--- config.mk ---
export PLATFORM = sky130hd
export DESIGN_NAME = ula_seq
export DESIGN_NICKNAME = d
export VERILOG_FILES = /design/src/rtl/ula_seq_pkg.sv /design/src/rtl/ula_shift_unit.sv /design/src/rtl/ula_seq.sv
export SDC_FILE = /design/constraint.sdc
export NUM_CORES = 1
export LEC_CHECK = 0
export CAP_MARGIN = 25
export CORE_UTILIZATION = 40
export DETAILED_ROUTE_END_ITERATION = 7
export PLACE_DENSITY_LB_ADDON = 0.15
export SLEW_MARGIN = 40
export SYNTH_ARGS = -nofsm -noshare
export SYNTH_HDL_FRONTEND = slang
export SYNTH_SLANG_ARGS = --single-unit
--- constraint.sdc ---
create_clock -name clk -period 2.4 [get_ports clk]
set_input_delay 0.48 -clock clk [delete_from_list [all_inputs] [get_ports clk]]
set_output_delay 0.48 -clock clk [all_outputs]
set_load 0.01 [all_outputs]
--- src/rtl/ula_seq_pkg.sv ---
// Shared definitions for the sequential ALU: select codes,
// shift-mode encoding and small decode helpers.
package ula_seq_pkg;

    localparam logic [3:0] ULA_ADD   = 4'd1;
    localparam logic [3:0] ULA_SUB   = 4'd2;
    localparam logic [3:0] ULA_SLL   = 4'd3;
    localparam logic [3:0] ULA_SLT   = 4'd4;
    localparam logic [3:0] ULA_SLTU  = 4'd5;
    localparam logic [3:0] ULA_SRL   = 4'd6;
    localparam logic [3:0] ULA_SRA   = 4'd7;
    localparam logic [3:0] ULA_XOR   = 4'd8;
    localparam logic [3:0] ULA_OR    = 4'd9;
    localparam logic [3:0] ULA_AND   = 4'd10;
    localparam logic [3:0] ULA_LUI   = 4'd11;
    localparam logic [3:0] ULA_AUIPC = 4'd12;

    typedef enum logic [1:0] {
        SH_SLL,
        SH_SRL,
        SH_SRA
    } sh_mode_t;

    function automatic logic is_shift_op(input logic [3:0] s);
        return (s == ULA_SLL) || (s == ULA_SRL) || (s == ULA_SRA);
    endfunction

    function automatic logic is_legal_op(input logic [3:0] s);
        return (s != 4'd0) && (s <= ULA_AUIPC);
    endfunction

    function automatic sh_mode_t sh_mode_of(input logic [3:0] s);
        sh_mode_t m;
        m = SH_SLL;
        if (s == ULA_SRL) m = SH_SRL;
        if (s == ULA_SRA) m = SH_SRA;
        return m;
    endfunction

endpackage

--- src/rtl/ula_shift_unit.sv ---
// Iterative shifter: one bit per step, counts down the shift amount
// and flags the final step so the FSM can retire the result.
module ula_shift_unit
    import ula_seq_pkg::*;
#(
    parameter int WIDTH   = 32,
    parameter int SHAMT_W = 5
) (
    input  logic               clk,
    input  logic               rst_n,
    input  logic               load,
    input  logic               step,
    input  logic [1:0]         mode_in,
    input  logic [WIDTH-1:0]   op_a,
    input  logic [SHAMT_W-1:0] shamt,
    output logic [WIDTH-1:0]   shifted,
    output logic               last
);

    sh_mode_t           mode;
    logic [WIDTH-1:0]   acc;
    logic [SHAMT_W-1:0] cnt;

    always_comb begin
        shifted = acc;
        case (mode)
            SH_SLL:  shifted = {acc[WIDTH-2:0], 1'b0};
            SH_SRL:  shifted = {1'b0, acc[WIDTH-1:1]};
            SH_SRA:  shifted = {acc[WIDTH-1], acc[WIDTH-1:1]};
            default: shifted = acc;
        endcase
    end

    assign last = (cnt == SHAMT_W'(1));

    always_ff @(posedge clk or negedge rst_n) begin
        if (!rst_n) begin
            acc  <= '0;
            cnt  <= '0;
            mode <= SH_SLL;
        end else if (load) begin
            acc  <= op_a;
            cnt  <= shamt;
            mode <= sh_mode_t'(mode_in);
        end else if (step) begin
            acc <= shifted;
            cnt <= cnt - SHAMT_W'(1);
        end
    end

endmodule

--- src/rtl/ula_seq.sv ---
// Multi-cycle EX-stage ALU: single-cycle logic/arith ops, shifts run
// one bit per cycle behind a start/busy/done handshake.
module ula_seq
    import ula_seq_pkg::*;
#(
    parameter int WIDTH   = 32,
    parameter int SHAMT_W = 5
) (
    input  logic             clk,
    input  logic             rst_n,
    input  logic             start,
    input  logic [3:0]       ula_select,
    input  logic [WIDTH-1:0] op_a,
    input  logic [WIDTH-1:0] op_b,
    output logic             busy,
    output logic             done,
    output logic [WIDTH-1:0] result,
    output logic             zero,
    output logic             illegal
);

    typedef enum logic [1:0] {
        S_IDLE,
        S_SHIFT,
        S_DONE
    } state_t;

    state_t state, state_nx;

    logic               accept;
    logic               long_shift;
    logic               sh_load;
    logic               sh_step;
    logic               sh_last;
    logic [WIDTH-1:0]   sh_next;
    logic [WIDTH-1:0]   alu_res;
    logic [SHAMT_W-1:0] shamt;

    assign shamt      = op_b[SHAMT_W-1:0];
    assign accept     = start && (state != S_SHIFT);
    assign long_shift = is_shift_op(ula_select) && (shamt != '0);

    always_comb begin
        alu_res = '0;
        case (ula_select)
            ULA_ADD:   alu_res = op_a + op_b;
            ULA_SUB:   alu_res = op_a - op_b;
            ULA_SLT:   alu_res = {{(WIDTH-1){1'b0}},
                                  $signed(op_a) < $signed(op_b)};
            ULA_SLTU:  alu_res = {{(WIDTH-1){1'b0}}, op_a < op_b};
            ULA_XOR:   alu_res = op_a ^ op_b;
            ULA_OR:    alu_res = op_a | op_b;
            ULA_AND:   alu_res = op_a & op_b;
            ULA_LUI:   alu_res = op_b;
            ULA_AUIPC: alu_res = op_a + op_b;
            // zero-length shifts pass op_a straight through
            ULA_SLL,
            ULA_SRL,
            ULA_SRA:   alu_res = op_a;
            default:   alu_res = '0;
        endcase
    end

    always_comb begin
        state_nx = state;
        sh_load  = 1'b0;
        sh_step  = 1'b0;
        case (state)
            S_IDLE, S_DONE: begin
                if (start) begin
                    if (long_shift) begin
                        sh_load  = 1'b1;
                        state_nx = S_SHIFT;
                    end else begin
                        state_nx = S_DONE;
                    end
                end else begin
                    state_nx = S_IDLE;
                end
            end
            S_SHIFT: begin
                sh_step = 1'b1;
                if (sh_last) state_nx = S_DONE;
            end
            default: state_nx = S_IDLE;
        endcase
    end

    always_ff @(posedge clk or negedge rst_n) begin
        if (!rst_n) state <= S_IDLE;
        else        state <= state_nx;
    end

    always_ff @(posedge clk or negedge rst_n) begin
        if (!rst_n) begin
            result  <= '0;
            zero    <= 1'b0;
            illegal <= 1'b0;
        end else if (accept && !long_shift) begin
            result  <= alu_res;
            zero    <= (alu_res == '0);
            illegal <= !is_legal_op(ula_select);
        end else if (accept) begin
            illegal <= 1'b0;
        end else if (state == S_SHIFT && sh_last) begin
            result <= sh_next;
            zero   <= (sh_next == '0);
        end
    end

    assign busy = (state == S_SHIFT);
    assign done = (state == S_DONE);

    ula_shift_unit #(
        .WIDTH  (WIDTH),
        .SHAMT_W(SHAMT_W)
    ) u_shift (
        .clk    (clk),
        .rst_n  (rst_n),
        .load   (sh_load),
        .step   (sh_step),
        .mode_in(sh_mode_of(ula_select)),
        .op_a   (op_a),
        .shamt  (shamt),
        .shifted(sh_next),
        .last   (sh_last)
    );

endmodule

==> results of run 1 <==
worst paths after layout:
check | startpoint | endpoint | slack [ns] | depth (start not counted)
worst max-delay path | op_a[0] | zero | -1.02 | 18
worst min-delay path | rst_n | u_shift.cnt[4] | 0.49 | 2
worst max register to register | state[0] | zero | -0.30 | 11
worst min register to register | u_shift.acc[21] | u_shift.acc[21] | 0.52 | 2
max in group asynchronous | rst_n | u_shift.mode[1] | 1.30 | 3
min in group clk | op_b[1] | u_shift.cnt[1] | 0.49 | 4
layer usage:
layer	vias up	GRT usage [%]	wire length, um
met4	0	16.6	2370
met2	821	60.9	23100
li1	6547	-	-
met5	-	0	0
met1	6936	54.3	22800
met3	190	6.90	4940
cell usage in the layout, fill, tap and decap left out, types with 16 or more instances in the layout:
cell,instances
a21oi_2,22
dfrtp_1,74
ha_4,40
nor2_1,128
a21oi_1,49
a22oi_1,34
nand3_1,17
nand2_1,107
dlygate4sd2_1,18
o221ai_1,21
o211ai_1,34
ha_1,47
inv_2,41
o22ai_1,17
nor2b_1,19
a21o_1,21
nand2b_1,32
nor3_1,21
clkdlybuf4s50_1,49
buf_4,533
o21ai_0,69
a21oi_4,16
or3_1,17
inv_1,61
buf_2,16
mux2i_1,28
buf_6,74
o21ai_2,18
kinds of logic (layout without fill, tap and decap cells):
| group | Yosys count | after routing | synth area share [%] |
|---|---|---|---|
| simple gates | 475 | 475 | 22.3 |
| fa+ha+maj | 100 | 100 | 12.2 |
| buf+inv | 218 | 850 | 8.25 |
| xor+xnor | 9 | 9 | 0.760 |
| compound gates | 516 | 516 | 34.7 |
| mux | 35 | 35 | 3.68 |
| flops | 75 | 75 | 18.1 |
registers in the layout, indices dropped and copies added, names as in the netlist:
signal	flops
illegal	1
result	32
state	2
u_shift.acc	32
u_shift.cnt	5
u_shift.mode	2
zero	1
repair_timing:
| action | CTS | global route |
|---|---|---|
| hold buffers | 1 | 0 |
| setup endpoints to repair | 70 | 44 |
| setup buffers | 106 | 32 |
| endpoints found under the hold margin | 7 | 0 |
| pin swaps | 160 | 99 |
| resized for setup | 499 | 98 |
metrics by stage:
stage               setup slack [ns]  hold WS (ns)  TNS (ns)  std cells  power, mW
finish                         -1.02         0.488    -12.53       2390       10.1
floorplan                     -0.793         0.184     -6.10       1428       4.72
detailed placement             -2.06         0.311    -58.10       2274       7.59
global route                   -1.08         0.512    -14.82       2390       10.7
CTS                           -0.937         0.483    -10.64       2383       9.81
global placement               -1.93         0.309    -56.47       2274       7.52
power by group:
part / internal [mW] / leakage (nW) / switching [mW]
registers: 1.75 / 0.915 / 0.458
logic: 3.24 / 7.27 / 3.22
clock network: 0.913 / 0.149 / 0.562
worst register-to-register path: stages, from the launching register on:
cell and delay [ns]:
dfrtp_1 0.39, nand2b_1 0.12, nand2_1 0.11, nor2_2 0.28
o211ai_1 0.18, a211o_1 0.33, a2bb2oi_2 0.17, a21o_1 0.22
a211oi_1 0.22, and4_1 0.25, nand4b_1 0.12, o41ai_2 0.22
cell type report:
cell class,instances,area (um2)
Clock inverter,6,88.8
Tap cell,330,413
Sequential cell,75,1880
Timing Repair Buffer,721,6010
Fill cell,1918,6530
Clock buffer,10,229
Inverter,113,483
Multi-Input combinational cell,1135,9690
==> impl_results.md, run 1 <==
- Status: finished, violations left
- Failing checks: negative setup slack
- Die width: 163 um
- #FFs+latches synth: 75
- CTS buffer count: 9
- Critical path's top delay family: compound AO/OA/AOI/OAI gates
- Post-route clock period utilization: 142%
- Row Count: 58
- Syn_nets: 1,599
- Fmax: 0.293 GHz
- Leak Pwr: 8.33 nW
- Leading post-synthesis cells by cell area: dfrtp_1 (18%), ha_1 (12%), nor2_1 (5.3%)
- Area leader, netlist: dfrtp_1
- # IOs: 107
- Starting DRT DRC Count: 1,700
- Initial antenna violation count: 0
- HPWL after DPL: 40.2 mm
- Fraction of registers with async set/reset: 100%
- Area of the die: 0.0266 mm2
- Share of layout cells above drive strength 1: 48.4%
- Endpoints failing hold: 0
- Fin util: 74.2%
- Startpoint types: input port
- PD cells: 540 mW/mm2
- Most frequent cell after synthesis: nor2_1
- Fin Clk Skew: 0.0120 ns
- Clk_lat worst skew: 0.35 ns
- Seq/Total Area, Yosys: 18.1%
- DR vias/cell: 6.06
- First-pass iteration count of the detailed router: 6
- Post-synth EDFFs: 0
- CTS tree: built
- Vias in the first global route: 14.3k
- Initial Utilization: 40.9%
- Mapped Area: 0.0104 mm2
- First-pass GRT wire length: 80.7 mm
- Synthesis warning total: 0
- Number of diodes: 0
- Share of the synthesized area in the top cell type: 18.1%
- Fin crit period: 3.42 ns
- Mean Syn Cell Area: 7.26 um2
- Core box area: 0.0253 mm2
- Final ANT Viol Nets: 0
- Crit-path slowest cell: fa_2
- Hold WC Path Type: input port to asynchronous set/reset pin
- Buf/Inv on CP: 5
- Number of port buffers: 106
- Slowest stage delay, CP: 0.33 ns
- Worst slew margin: 49.9%
- Final nets: 2,226
- Longest Clk Path Bufs: 2
- Post-Route WL: 53.3 mm
- Crit-path max FO: 2
- Final Max Tran Viols: 0
- Area delta synth->final: 81.3%
- Main synth FF type: dfrtp_1
- Largest net degree at the start of global routing: 69
- Routed len/inst: 22.3 um
- Final worst slack: -1.02 ns
- H-tree depth: 3
- Number of setup violations in the final report: 27
- Synthesized netlist cell count: 1,428
- Placer Congestion: 1.01
- Element type at the critical path end: register
- Crit path cell chain: buf_8 -> buf_6 -> ha_4 -> inv_2 -> fa_2 -> nand2b_4 -> a21o_1 -> a211oi_2 -> buf_4 -> buf_6 -> o21ai_4 -> o2111a_1 -> a311oi_2 -> o221ai_2 -> a21oi_2 -> nand2_1 -> nand4b_1 -> o41ai_2
- Top cells by count, synth: nor2_1 (147), nand2_1 (114), inv_1 (111)
- # clock sinks: 75
- Worst slew pin tran: 0.744 ns
- Die Ht: 163 um
- Most frequent cell on the critical path: buf_6
- Worst-path clk slew: 0.06 ns
- Critical path class: input port to register
- Via Count: 14.5k
- Remaining DRCs: 0
- Root Driver: clkbuf_16
- Required time worst endpoint: 2.64 ns
- Post-synth cell types: 82
- MaxCap Viol Count: 0
- VDD IR max: 0.000482 V
- Placed Area: 0.0158 mm2
- GRT overflow: 0
- Arrival time worst endpoint: 3.65 ns
- RSZ-0062 raised after global routing: true
- GRT Util Overall: 39.6%
- Final instance area: 0.0188 mm2
No activity file was read; power rests on OpenSTA's default activity.
==> run 2, diff against run 1 <==
CELL_PAD_IN_SITES_DETAIL_PLACEMENT = 1   (was default)
CELL_PAD_IN_SITES_GLOBAL_PLACEMENT = 1   (was default)
CORE_UTILIZATION = 39   (was 40)
==> run 2 against run 1 <==
Against the previous run:
- the run now fails in global routing
- synthesized cell count unchanged
- area after synthesis unchanged
==> impl_results.md, run 2 <==
- Initial Utilization: 39.8% (was 40.9%)
- Worst-path endpoint after global-route repair_timing: zero$_DFFE_PN0P_/D
- Root Driver: clkbuf_16 (unchanged)
- Post-synth cell types: 82 (unchanged)
- Share of the synthesized area in the top cell type: 18.1% (unchanged)
- H-tree depth: 3 (unchanged)
- Fraction of registers with async set/reset: 100% (unchanged)
- Stop err: [ERROR GRT-0232] Routing congestion too high. Check the congestion heatmap in the GUI.
- Row Count: 59 (was 58)
- Failed at: global routing
- Die Ht: 165 um (was 163 um)
- Leading post-synthesis cells by cell area: dfrtp_1 (18%), ha_1 (12%), nor2_1 (5.3%) (unchanged)
- # clock sinks: 75 (unchanged)
- Placer Congestion: 1.06 (was 1.01)
- Mapped Area: 0.0104 mm2 (unchanged)
- Seq/Total Area, Yosys: 18.1% (unchanged)
- Most frequent cell after synthesis: nor2_1 (unchanged)
- Synthesized netlist cell count: 1,428 (unchanged)
- CTS buffer count: 9 (unchanged)
- Number of port buffers: 106 (unchanged)
- Mean Syn Cell Area: 7.26 um2 (unchanged)
- Die width: 165 um (was 163 um)
- #FFs+latches synth: 75 (unchanged)
- Largest net degree at the start of global routing: 44
- Syn_nets: 1,599 (unchanged)
- Pre-CTS setup slack: -2.05 ns (was -2.06 ns)
- GRT overflow: 11
- Synthesis warning total: 0 (unchanged)
- Kind of the worst endpoint: sequential cell input
- GRT Util Overall: 73.0%
- Post-Place Cells: 2,296 (was 2,274)
- Status: stopped before the end (was finished, violations left)
- HPWL after DPL: 47.4 mm (was 40.2 mm)
- Cts hold-fix bufs: 0 (was 1)
- Main synth FF type: dfrtp_1 (unchanged)
- Area leader, netlist: dfrtp_1 (unchanged)
- Top cells by count, synth: nor2_1 (147), nand2_1 (114), inv_1 (111) (unchanged)
- Longest Clk Path Bufs: 2 (unchanged)
- # IOs: 107 (unchanged)
- Post-synth EDFFs: 0 (unchanged)
## run 2: cell counts after synthesis
Identical to the previous run, type by type.
## run 2: logic make-up after synthesis
kind of cell / after synthesis / share of synthesized area [%]
buffers and inverters: 218 / 8.25
AOI/OAI and AO/OA: 516 / 34.7
DFF: 75 / 18.1
adders and majority gates: 100 / 12.2
and+or+nand+nor: 475 / 22.3
muxes: 35 / 3.68
xor gates and xnor gates: 9 / 0.760
## run 2: metal layers
metal | GRT overflow | GRT usage, %
met1 | 0 | 74.0
met2 | 3 | 91.5
met3 | 1 | 53.7
met4 | 7 | 72.7
met5 | 0 | 24.1
## run 2: metrics by stage
step / hold slack, ns / cell area (um2) / setup TNS (ns)
after floorplan: 0.184 / 10800 / -6.10
after global placement: 0.487 / 15900 / -55.51
after detailed placement: 0.502 / 15900 / -58.68
after CTS: 0.143 / 17600 / -12.29
## run 2: timing repair
item                                    in CTS
gates resized for setup                    335
buffers inserted                            47
pin swaps                                   97
endpoints found under the setup margin      70
==> run 3, diff against run 2 <==
CELL_PAD_IN_SITES_DETAIL_PLACEMENT = default   (was 1)
CELL_PAD_IN_SITES_GLOBAL_PLACEMENT = default   (was 1)
CORE_UTILIZATION = 25   (was 39)
clock period = 3.1 ns   (was 2.4 ns; I/O delays follow)
==> run 3 against run 2 <==
Against the previous run:
- the flow now finishes, with violations (negative setup slack)
==> impl_results.md, run 3 (synthesis results as in run 1) <==
- Arrival time worst endpoint: 3.70 ns
- Failing checks: negative setup slack
- Share of layout cells above drive strength 1: 43.6%
- Commonest non-fill, non-tap cell in the layout: buf_4
- Non-Filler Instances: 2,525
- Number of diodes: 0
- Area of the die: 0.0423 mm2
- Multi-input logic area: 0.00914 mm2
- HPWL after DPL: 42.4 mm (was 47.4 mm)
- Die Ht: 206 um (was 165 um)
- Status: finished, violations left (was stopped before the end)
- Remaining DRCs: 0
- Number of setup violations in the final report: 9
- MaxCap Viol Count: 0
- Hold WC Path Type: input port to asynchronous set/reset pin
- CTS buffer count: 9 (unchanged)
- FF+latch area: 0.00188 mm2
- Core box area: 0.0408 mm2
- RSZ-0062 raised after global routing: true
- Post-Route WL: 52.7 mm
- Top Registers: result (32), u_shift.acc (32), u_shift.cnt (5)
- Clk_lat worst skew: 0.34 ns
- # IOs: 107 (unchanged)
- Most frequent cells in the layout: buf_4 (518), nor2_1 (126), nand2_1 (109)
- Startpoint types: input port
- DR vias/cell: 5.30
- Via Count: 13.4k
- Worst slew margin: 46.6%
- Row Count: 74 (was 59)
- Required time worst endpoint: 3.34 ns
- H-tree depth: 3 (unchanged)
- GRT Util Overall: 24.8%
- Pre-CTS setup slack: -1.49 ns (was -2.05 ns)
- Post-Place Cells: 2,440 (was 2,296)
- Placer Congestion: 0.937 (was 1.06)
- Endpoints failing hold: 0
- Final Max Tran Viols: 0
- Fin Clk Skew: 0.0101 ns
- Routed len/inst: 20.9 um
- Number of port buffers: 106 (unchanged)
- Fmax: 0.289 GHz
- Largest net degree at the start of global routing: 48
- Initial antenna violation count: 0
- Critical path class: input port to register
- Longest Clk Path Bufs: 2 (unchanged)
- VDD IR max: 0.000320 V
- Fin Setup TNS: -1.11 ns
- Area delta synth->final: 71.0%
- First-pass iteration count of the detailed router: 5
- First-pass GRT wire length: 79.6 mm
- Starting DRT DRC Count: 904
- Fin crit period: 3.46 ns
- PD cells: 412 mW/mm2
- Worst slew pin tran: 0.799 ns
- Element type at the critical path end: register
- Initial Utilization: 25.4% (was 39.8%)
- Die width: 206 um (was 165 um)
- Vias in the first global route: 13.2k
- Final ANT Viol Nets: 0
- Post-route clock period utilization: 112%
- GRT overflow: 0
- Final worst slack: -0.360 ns
- Fill cell count: 4,120
- # clock sinks: 75 (unchanged)
- Placed Area: 0.0156 mm2 (was 0.0159 mm2)
- Crit-path max FO: 4
- Fin util: 43.4%
- CTS tree: built
- Final nets: 2,159
- Final instance area: 0.0177 mm2
- Leak Pwr: 7.85 nW
- Root Driver: clkbuf_16 (unchanged)
- Worst-path clk slew: 0.07 ns
==> run 3: power by group <==
group | internal (mW) | switching [mW]
combinational | 2.17 | 2.27
sequential | 1.35 | 0.334
clock | 0.727 | 0.443
==> run 3: timing repair <==
item                                    CTS  global route
endpoints found under the setup margin   27            19
hold buffers                              0             0
hold endpoints to repair                  0             0
pin swaps                                99            85
gates resized for setup                 333           107
setup buffers                            56            27
==> run 3: worst paths after layout <==
kind,startpoint,end,slack [ns],depth (start not counted)
setup / recovery,op_b[1],zero,-0.36,15
min in group clk,u_shift.cnt[4],u_shift.cnt[4],0.51,2
max in group asynchronous,rst_n,u_shift.acc[31],2.12,2
hold / removal,rst_n,u_shift.acc[3],0.29,1
hold reg to reg,u_shift.cnt[4],u_shift.cnt[4],0.51,2
setup reg to reg,u_shift.mode[1],zero,0.49,9
==> run 3: per-stage QoR <==
step                power [mW]  hold WS, ns
floorplan                 3.61        0.324
global placement          5.62        0.487
detailed placement        5.63        0.488
CTS                       7.16        0.326
global route              7.78        0.345
finish                    7.30        0.290
==> run 3: worst max-delay path, cell delays in order <==
cell and delay [ns]:
buf_8 0.08, clkinvlp_4 0.14, ha_4 0.34, a21oi_4 0.06, buf_6 0.11, o22a_1 0.20
and2_4 0.16, o211a_4 0.27, o31a_1 0.28, o21bai_1 0.18, nor2_1 0.09, or3_4 0.38
a2111oi_4 0.32, nand4_1 0.16, o41ai_2 0.30
==> run 3: per-layer routing <==
metal	wire, um	vias to the layer above	track usage, %
met5	0	-	0
met4	1380	0	6.85
met3	2230	61	1.22
met2	24200	409	40.6
met1	25000	6489	35.0
li1	-	6423	-
==> run 3: cell type report <==
type	instances	area share (%)
clock inverter	6	0.501
clock buffer	10	1.35
sequential	75	10.6
timing repair buffer	654	29.7
tap	532	3.76
inverter	113	2.51
multi-input combinational	1135	51.6
